--- src/rtl/ysyx_22040125_hazard_unit.sv ---
// ysyx_22040125_hazard_unit
// EX-stage hazard control: per-channel operand forwarding (MEM > WB > regfile),
// load-use bubble insertion, and a register scoreboard for long-latency ops
// (mul/div). It drives the EX operand muxes, the ID/IF stall and the EX flush.
//
// Optional build macro: HAZ_SB_DONE_BYPASS_EN
//   defined   - a dependent instruction proceeds in the same cycle its long op
//               completes (the value comes from the WB bypass), and sb_full
//               drops in the completion cycle.
//   undefined - the pending bit must clear at a clock edge before the dependent
//               instruction may proceed (one extra stall cycle).
//
// Scoreboard / bubble state
//   state          | meaning
//   pending[r] = 1 | register r awaits a long-op writeback
//   long_cnt       | number of long ops in flight (0..MAX_LONG)
//   bubble_cnt > 0 | load-use bubbles still to be inserted after the first
//   sb_err = 1     | an illegal issue or done was seen since reset

module ysyx_22040125_hazard_unit #(
    parameter int REG_ADDR_W       = 5,
    parameter int NUM_SRC          = 3,
    parameter int MAX_LONG         = 2,
    parameter int LOAD_USE_BUBBLES = 1
) (
    input  logic                          clk,
    input  logic                          rst_n,
    input  logic [NUM_SRC*REG_ADDR_W-1:0] ex_src_rs,
    input  logic [REG_ADDR_W-1:0]         mem_rd,
    input  logic                          mem_wen,
    input  logic [REG_ADDR_W-1:0]         wb_rd,
    input  logic                          wb_wen,
    input  logic [REG_ADDR_W-1:0]         ex_rd,
    input  logic                          ex_wen,
    input  logic                          ex_is_load,
    input  logic [REG_ADDR_W-1:0]         id_rs1,
    input  logic [REG_ADDR_W-1:0]         id_rs2,
    input  logic [REG_ADDR_W-1:0]         id_rd,
    input  logic                          id_valid,
    input  logic                          id_is_long,
    input  logic                          long_issue,
    input  logic [REG_ADDR_W-1:0]         long_issue_rd,
    input  logic                          long_done,
    input  logic [REG_ADDR_W-1:0]         long_done_rd,
    output logic [NUM_SRC*3-1:0]          fwd_sel,
    output logic                          stall_id,
    output logic                          flush_ex,
    output logic                          sb_full,
    output logic                          sb_err
);

    localparam int SB_DEPTH = 1 << REG_ADDR_W;
    localparam int CNT_W    = $clog2(MAX_LONG + 1);
    localparam int BUB_W    = 2;

    localparam logic [CNT_W-1:0] CNT_MAX    = CNT_W'(MAX_LONG);
    localparam logic [CNT_W-1:0] CNT_ONE    = CNT_W'(1);
    localparam logic [BUB_W-1:0] BUB_RELOAD = BUB_W'(LOAD_USE_BUBBLES - 1);
    localparam logic [BUB_W-1:0] BUB_ONE    = BUB_W'(1);

    localparam logic [2:0] SEL_RF  = 3'b001;
    localparam logic [2:0] SEL_MEM = 3'b010;
    localparam logic [2:0] SEL_WB  = 3'b100;

    // Registered state
    logic [SB_DEPTH-1:0] pending;
    logic [CNT_W-1:0]    long_cnt;
    logic [BUB_W-1:0]    bubble_cnt;
    logic                sb_err_q;

    // Next-state values
    logic [SB_DEPTH-1:0] pending_nxt;
    logic [CNT_W-1:0]    long_cnt_nxt;
    logic [BUB_W-1:0]    bubble_cnt_nxt;
    logic                sb_err_nxt;

    // ------------------------------------------------------------------
    // Operand forwarding, one independent selector per EX source channel
    // ------------------------------------------------------------------
    for (genvar g = 0; g < NUM_SRC; g++) begin : g_fwd
        logic [REG_ADDR_W-1:0] rs;
        logic [2:0]            sel;

        assign rs = ex_src_rs[g*REG_ADDR_W +: REG_ADDR_W];

        // MEM result is younger than WB, so it wins; x0 is never forwarded
        always_comb begin
            sel = SEL_RF;
            if (mem_wen && (mem_rd != '0) && (rs == mem_rd)) begin
                sel = SEL_MEM;
            end else if (wb_wen && (wb_rd != '0) && (rs == wb_rd)) begin
                sel = SEL_WB;
            end
        end

        assign fwd_sel[g*3 +: 3] = sel;
    end

    // ------------------------------------------------------------------
    // Hazard detection
    // ------------------------------------------------------------------
    logic                  load_use_hit;
    logic                  bubble_active;
    logic                  sb_at_cap;
    logic                  sb_hit;
    logic                  structural_hit;
    logic                  hazard;
    logic [REG_ADDR_W-1:0] id_regs [3];
    logic [2:0]            done_bypass;

    assign load_use_hit = id_valid && ex_is_load && ex_wen && (ex_rd != '0) &&
                          ((id_rs1 == ex_rd) || (id_rs2 == ex_rd));

    assign bubble_active = (bubble_cnt != '0);
    assign sb_at_cap     = (long_cnt == CNT_MAX);

    // id_rd is included so a younger write cannot overtake an in-flight long op
    assign id_regs[0] = id_rs1;
    assign id_regs[1] = id_rs2;
    assign id_regs[2] = id_rd;

`ifdef HAZ_SB_DONE_BYPASS_EN
    // A register completing this cycle is readable through the WB bypass
    always_comb begin
        done_bypass = '0;
        for (int k = 0; k < 3; k++) begin
            done_bypass[k] = long_done && (long_done_rd == id_regs[k]);
        end
    end

    assign sb_full = sb_at_cap && !long_done;
`else
    assign done_bypass = '0;
    assign sb_full     = sb_at_cap;
`endif

    // Any ID operand still waiting on a long op blocks the instruction
    always_comb begin
        sb_hit = 1'b0;
        for (int k = 0; k < 3; k++) begin
            if (id_valid && (id_regs[k] != '0) && pending[id_regs[k]] && !done_bypass[k]) begin
                sb_hit = 1'b1;
            end
        end
    end

    assign structural_hit = id_valid && id_is_long && sb_full;

    assign hazard   = load_use_hit || bubble_active || sb_hit || structural_hit;
    assign stall_id = hazard;
    assign flush_ex = hazard;
    assign sb_err   = sb_err_q;

    // ------------------------------------------------------------------
    // Next-state: bubble counter and scoreboard bookkeeping
    // ------------------------------------------------------------------
    logic issue_ok;
    logic done_ok;
    logic err_evt;

    // Illegal issue/done requests are dropped and only raise the sticky error
    always_comb begin
        issue_ok = long_issue && (!sb_at_cap || long_done);
        done_ok  = long_done && (long_cnt != '0);
        err_evt  = (long_issue && !issue_ok) || (long_done && !done_ok);
    end

    // Load-use bubbles: a hit reloads only when idle, hits during a run are ignored
    always_comb begin
        bubble_cnt_nxt = bubble_cnt;
        if (bubble_active) begin
            bubble_cnt_nxt = bubble_cnt - BUB_ONE;
        end else if (load_use_hit) begin
            bubble_cnt_nxt = BUB_RELOAD;
        end
    end

    // Pending bitmap and in-flight count; on a same-register issue+done the set wins
    always_comb begin
        pending_nxt  = pending;
        long_cnt_nxt = long_cnt;
        sb_err_nxt   = sb_err_q || err_evt;

        if (done_ok) begin
            pending_nxt[long_done_rd] = 1'b0;
        end
        if (issue_ok && (long_issue_rd != '0)) begin
            pending_nxt[long_issue_rd] = 1'b1;
        end
        pending_nxt[0] = 1'b0;

        case ({issue_ok, done_ok})
            2'b10:   long_cnt_nxt = long_cnt + CNT_ONE;
            2'b01:   long_cnt_nxt = long_cnt - CNT_ONE;
            default: long_cnt_nxt = long_cnt;
        endcase
    end

    // State registers; reset discards every in-flight long op
    always_ff @(posedge clk or negedge rst_n) begin
        if (!rst_n) begin
            pending    <= '0;
            long_cnt   <= '0;
            bubble_cnt <= '0;
            sb_err_q   <= 1'b0;
        end else begin
            pending    <= pending_nxt;
            long_cnt   <= long_cnt_nxt;
            bubble_cnt <= bubble_cnt_nxt;
            sb_err_q   <= sb_err_nxt;
        end
    end

endmodule

--- config.mk ---
export PLATFORM = sky130hd
export DESIGN_NAME = ysyx_22040125_hazard_unit
export DESIGN_NICKNAME = d
export VERILOG_FILES = /design/src/rtl/ysyx_22040125_hazard_unit.sv
export SDC_FILE = /design/constraint.sdc
export NUM_CORES = 1
export LEC_CHECK = 0
export CAP_MARGIN = 5
export CORE_MARGIN = 1
export CORE_UTILIZATION = 50
export CTS_CLUSTER_SIZE = 8
export DETAILED_ROUTE_END_ITERATION = 10
export GPL_TIMING_DRIVEN = 0
export HOLD_SLACK_MARGIN = 0.06
export PLACE_DENSITY = 0.87
export SLEW_MARGIN = 10
export SYNTH_ARGS = -nofsm -noshare
export SYNTH_HDL_FRONTEND = slang
export SYNTH_SLANG_ARGS = --single-unit
--- constraint.sdc ---
create_clock -name clk -period 3.7 [get_ports clk]
set_clock_uncertainty 0.2 [all_clocks]
set_input_delay 0.74 -clock clk [delete_from_list [all_inputs] [get_ports clk]]
set_output_delay 0.74 -clock clk [all_outputs]
set_load 0.03 [all_outputs]
# After elaboration in Yosys (flattened, before gate mapping)
# Cells that the tools add are included.
[totals] regBits=36 output_inout_bits=13
[classes] add_sub_neg=3 n_bitwise=3 n_reduce_logical=48 eq_ne=11 mux=24 order_cmp=7
[ops] operator="two-way mux 32 bit" count=2
[ops] operator="equality test 5 bit" count=8
[ops] operator="nonzero test 5 bit" count=7
[ops] operator="bitwise AND 32 bit" count=1
[ops] operator="NOT 32 bit" count=1
[ops] operator="OR 32 bit" count=1
[ops] operator="less-than comparator 5 x 6 -> 1 bit, second input constant" count=5
[ops] operator="logical AND 1 bit" count=27
[ops] operator="two-way mux 3 bit" count=6
[ops] operator="binary-select mux 1 bit (select 5 bit)" count=3
[ops] operator="demux 1 bit (select 5 bit)" count=2
[ops] operator="greater-or-equal comparator 5 x 1 -> 1 bit, second input constant" count=2
[ops] operator="two-way mux 1 bit" count=8
[ops] operator="nonzero test 2 bit" count=4
[ops] operator="logical OR 1 bit" count=7
[ops] operator="equality test 2 bit, second input constant" count=2
[ops] operator="two-way mux 2 bit" count=2
[ops] operator="one-hot mux 2 bit (2 select lines)" count=1
[ops] operator="subtractor 2 x 1 -> 2 bit, second input constant" count=2
[ops] operator="zero test 1 bit" count=3
[ops] operator="adder 2 x 1 -> 2 bit, second input constant" count=1
[ops] operator="equality test 2 x 1 -> 1 bit, second input constant" count=1

# Longest topological paths before layout
[depth] ltp_word=9 mapped_depth=7 mapped_depth_nobuf=7

# Least setup slack after synthesis
# Ideal clock, no wire load.
[synth_timing] path_type="input to output" from="in id_rd[2]" to="out stall_id" path_slack_ns=0.198 path_stages=6 arrival_time_ns=2.562 n_path_buf=2 path_cell_list="buf_2 > mux4_2 > mux4_2 > nor2_1 > o211ai_1 > buf_4"
[synth_between] elab_chain_cells=6 word_cells_on_any_way=8 cone_classes="mux (3); reduce/logical (5)"
[synth_lines] item="from (decl)" line="38" rtl="input logic [REG_ADDR_W-1:0] id_rd,"
[synth_lines] item="binary-select mux 1 bit (select 5 bit) / nonzero test 5 bit (equally long branches)" line="141" rtl="if (id_valid && (id_regs[k] != '0) && pending[id_regs[k]] && !done_bypass[k]) begin"
[synth_lines] item="two-way mux 1 bit (implied by the code) / logical AND 1 bit (equally long branches)" line="141"
[synth_lines] item="logical AND 1 bit (*)" line="141"
[synth_lines] item="two-way mux 1 bit (*)" line="141"
[synth_lines] item="logical OR 1 bit (*) (2 in series)" line="149" rtl="assign hazard = load_use_hit || bubble_active || sb_hit || structural_hit;"
[synth_lines] item="to (decl)" line="46" rtl="output logic stall_id,"
# Mark *: on every way between the ends. The rest lies on a longest branch, timed or not. The select of a mux whose other input is x is not followed.

# Worst setup path after layout
[layout_timing] from="in mem_rd[1]" to="out fwd_sel[3]"
[layout_between] elab_chain_cells=4 word_cells_on_any_way=5 cone_classes="eq/ne (1); mux (1); reduce/logical (3)"
[layout_lines] item="from (decl)" line="29" rtl="input logic [REG_ADDR_W-1:0] mem_rd,"
[layout_lines] item="nonzero test 5 bit" line="89" rtl="if (mem_wen && (mem_rd != '0) && (rs == mem_rd)) begin"
[layout_lines] item="logical AND 1 bit" line="89"
[layout_lines] item="logical AND 1 bit (*)" line="89"
[layout_lines] item="two-way mux 3 bit (*)" line="89"
[layout_lines] item="to (decl)" line="45" rtl="output logic [NUM_SRC*3-1:0] fwd_sel,"
# Mark *: on every way between the ends. The rest lies on a longest branch, timed or not.

==> Flow_metrics.wiki <==
{| class="wikitable"
! Metric !! Value
|-
| Status || completed
|-
| Slew headroom || a little under half
|-
| WHS || 254 ps
|-
| Final Cycle Share || 99.6%
|-
| First drt pass iteration count || 4
|-
| Hpwl dp || 6430 um
|-
| Logic gate share of total power || 41.5%
|-
| Most used flip-flop cell after synthesis || dfrtp_1
|-
| Critical path launch point || mem_rd[1]
|-
| Post-route cell area || roughly 3900 um2
|-
| Tot Pwr || 1.68 mW
|-
| Average footprint of a synthesized cell || 9.85 um2
|-
| Clk_lat worst skew || 290 ps
|-
| Antenna fix cells || 0
|-
| Commonest cells after routing, fill and taps aside || o21ai_0 (60), clkdlybuf4s50_1 (53), dfrtp_1 (36), xnor2_1 (27), xor2_1 (16)
|-
| Clock input transition at the sequential cells of the worst setup and hold paths || 70 ps
|-
| Number of nets still failing antenna checks after routing || 0
|-
| Post-layout instance count excluding filler cells || between 400 and 500
|-
| Number of cells produced by synthesis || ~300
|-
| Switching pwr || 0.611 mW
|-
| Count of warnings emitted by yosys || 0
|-
| DR WL/cell || 18.9 um
|-
| Die Area || around 6300 um2
|-
| CP Data Arrival Time || 2750 ps
|-
| Maximum count of clock buffers along a single path || 2
|-
| DRC violations left || 0
|-
| Maximum capacitance violations || 0
|-
| Share of synthesized flip-flops with an asynchronous set or reset || 100%
|-
| Routed wire length || 8530 um
|-
| Post-route setup TNS || 0 ps
|-
| Proportion of synthesized chip area in sequential cells || between 30% and 40%
|-
| Endpoint type of the worst setup path || output port
|-
| Net switching share of the total power || a little over a third
|-
| Type of element launching the critical path || input pin
|-
| Post-synthesis register bit count || 36
|-
| Height of the die || 79.4 um
|-
| EDFF count, synth || 0
|-
| Violation count after the first detailed-route iteration || 172
|-
| Clock tree from TritonCTS || done
|-
| Destination of the critical timing path || fwd_sel[3]
|-
| First-pass GRT wire length || 13200 um
|-
| Core ar. || between 5000 and 6000 um2
|-
| Final count of negative-setup-slack endpoints || 0
|-
| Max Fclk || 271 MHz
|-
| Worst endpoint required time || 2760 ps
|-
| Maximum fanout encountered on the critical timing path || 4
|-
| Placed insts || about 440
|-
| Power density normalized to cell area || 434 nW/um2
|-
| Reg2Reg Capture Point || pending[24]$_DFF_PN0_
|-
| Largest net degree at the start of global routing || 37
|-
| Area overhead of the layout relative to synthesis || 29.0%
|-
| Number of slew-limit violations in the final report || 0
|-
| Beginning of the worst register-to-register path || long_cnt[0]$_DFFE_PN0P_
|-
| Net count of the mapped netlist || 370
|-
| Layout Utilization || around two thirds
|-
| Ports placed on the boundary || 78
|-
| Reg2reg setup slack || about 1700 ps
|-
| Standard cell area after detailed placement || around 3800 um2
|-
| Cell-internal power || between 1 and 1.5 mW
|-
| Initial Utilization || between 50% and 60%
|-
| Distinct cell type count after synthesis || 50
|-
| Smallest setup slack after layout || about 15 ps
|-
| Total via count in the routed design || 2887
|-
| Port buffer count || 68
|-
| Proportion of power drawn by flip-flops and latches || roughly two fifths
|-
| Number of vias per cell after detailed routing || 6.39
|-
| Cell area after synthesis || 3000 um2
|-
| Cell row count || 27
|-
| Number of global-route vias before repair || 2747
|-
| Area share of the largest cell type after synthesis || between 30% and 40%
|-
| Horizontal die dimension || 79.4 um
|-
| Antenna violations before repair || 0
|-
| Tightest Pin Transition || about 790 ps
|-
| Cell depth of the worst flop-to-flop path || 5
|-
| Worst setup timing slack at the placement stage || -673 ps
|-
| Type of the tightest min-delay check || reg -> reg
|-
| Worst-case vdd ir drop || 0.000349 V
|-
| Top cell type by total area after synthesis || dfrtp_1
|-
| Part of the total power dissipated in the clock network || 17.1%
|-
| H-tree levels || 2
|-
| Final weighted congestion in routability-driven placement || 0.886
|-
| Leakage || 1.47 nW
|-
| Final hold violation count || 0
|-
| # Post-CTS Setup Buffers || 0
|-
| Most common cell after layout, fill and taps aside || o21ai_0
|-
| Total track usage || a little over a quarter
|-
| Number of buffers created by CTS || 5
|-
| Final min period || 3690 ps
|-
| Share of cells above drive strength 1 || a little over an eighth
|-
| CTS Root Buffer Type || clkbuf_8
|-
| Remaining Overflow, GRT || 0
|-
| Start-to-end type of the worst setup path || in -> out
|-
| Clock sink total || 36
|-
| RSZ-0062 raised after global routing || no
|-
| Count of hold-fix buffers inserted at cts || 0
|-
| # nets final || 445
|-
| Top area cells in the synthesized netlist || dfrtp_1 (30%), mux4_2 (11%), o21ai_0 (10%), xnor2_1 (7.9%), xor2_1 (4.7%)
|}
==> power groups by stage <==
stage	registers [mW]	logic [mW]	clock network (mW)
floorplan	0.627	0.485	0
global placement	0.683	0.666	0
detailed placement	0.693	0.688	0
CTS	0.685	0.690	0.286
global route	0.711	0.755	0.300
finish	0.695	0.696	0.286
==> state kept, by name (all words and copies together), names as in the netlist <==
name,flops
pending,31
long_cnt,2
sb_err,1
bubble_cnt,2
==> synthesized netlist by cell type, types with 7 or more instances <==
| cell type | count |
|---|---|
| dfrtp_1 | 36 |
| inv_1 | 7 |
| mux2i_1 | 10 |
| mux4_2 | 15 |
| nand2_1 | 13 |
| nand3_1 | 15 |
| nand3b_1 | 7 |
| nor2_1 | 12 |
| o21ai_0 | 62 |
| xnor2_1 | 27 |
| xor2_1 | 16 |
==> final cells by class <==
cell class	instances	area (um2)
Multi-Input combinational cell	248	2020
Clock buffer	8	90.1
Timing Repair Buffer	68	646
Buffer	13	95.1
Tap cell	72	90.1
Inverter	7	26.3
Sequential cell	36	901
Fill cell	425	1780
==> layer usage <==
layer  vias up  GRT usage [%]  part of all wire, %
met5         -              0                    0
met4         0           10.5                  2.1
met3        15           4.00                  8.6
met2       155           47.3                   48
met1      1407           34.7                   42
li1       1310              -                    -
==> worst min-delay path by stage <==
stage | startpoint | to | slack [ps] | cells past startpoint
after floorplan | bubble_cnt[0]$_DFFE_PN0P_ | bubble_cnt[0]$_DFFE_PN0P_ | 220 | 1
after global placement | bubble_cnt[0]$_DFFE_PN0P_ | bubble_cnt[0]$_DFFE_PN0P_ | 230 | 1
after detailed placement | bubble_cnt[0]$_DFFE_PN0P_ | bubble_cnt[0]$_DFFE_PN0P_ | 250 | 1
after CTS | bubble_cnt[0]$_DFFE_PN0P_ | bubble_cnt[0]$_DFFE_PN0P_ | 260 | 1
after global routing | bubble_cnt[0]$_DFFE_PN0P_ | bubble_cnt[0]$_DFFE_PN0P_ | 290 | 1
final | bubble_cnt[0]$_DFFE_PN0P_ | bubble_cnt[0]$_DFFE_PN0P_ | 250 | 1
==> cell families after synthesis <==
logic type,count (synthesis),synth area share [%]
fa+ha+maj,1,0.418
buf+inv,20,3.51
mux,35,20.9
flops,36,30.1
compound gates,88,17.3
simple gates,81,15.2
xor+xnor,43,12.6
==> worst max-delay path: stages <==
cell and delay (ps):
clkdlybuf4s50_1 530, or4_1 630, o21ai_4 210, nor4_2 100, a31oi_1 200, clkdlybuf4s15_2 330
==> repair_timing <==
action                     4_1_cts  5_1_grt
gates cloned                     0        0
setup endpoints to repair       11        8
pin swaps                        0        1
gates resized for setup         30       15
No activity file was read; power rests on OpenSTA's default activity.
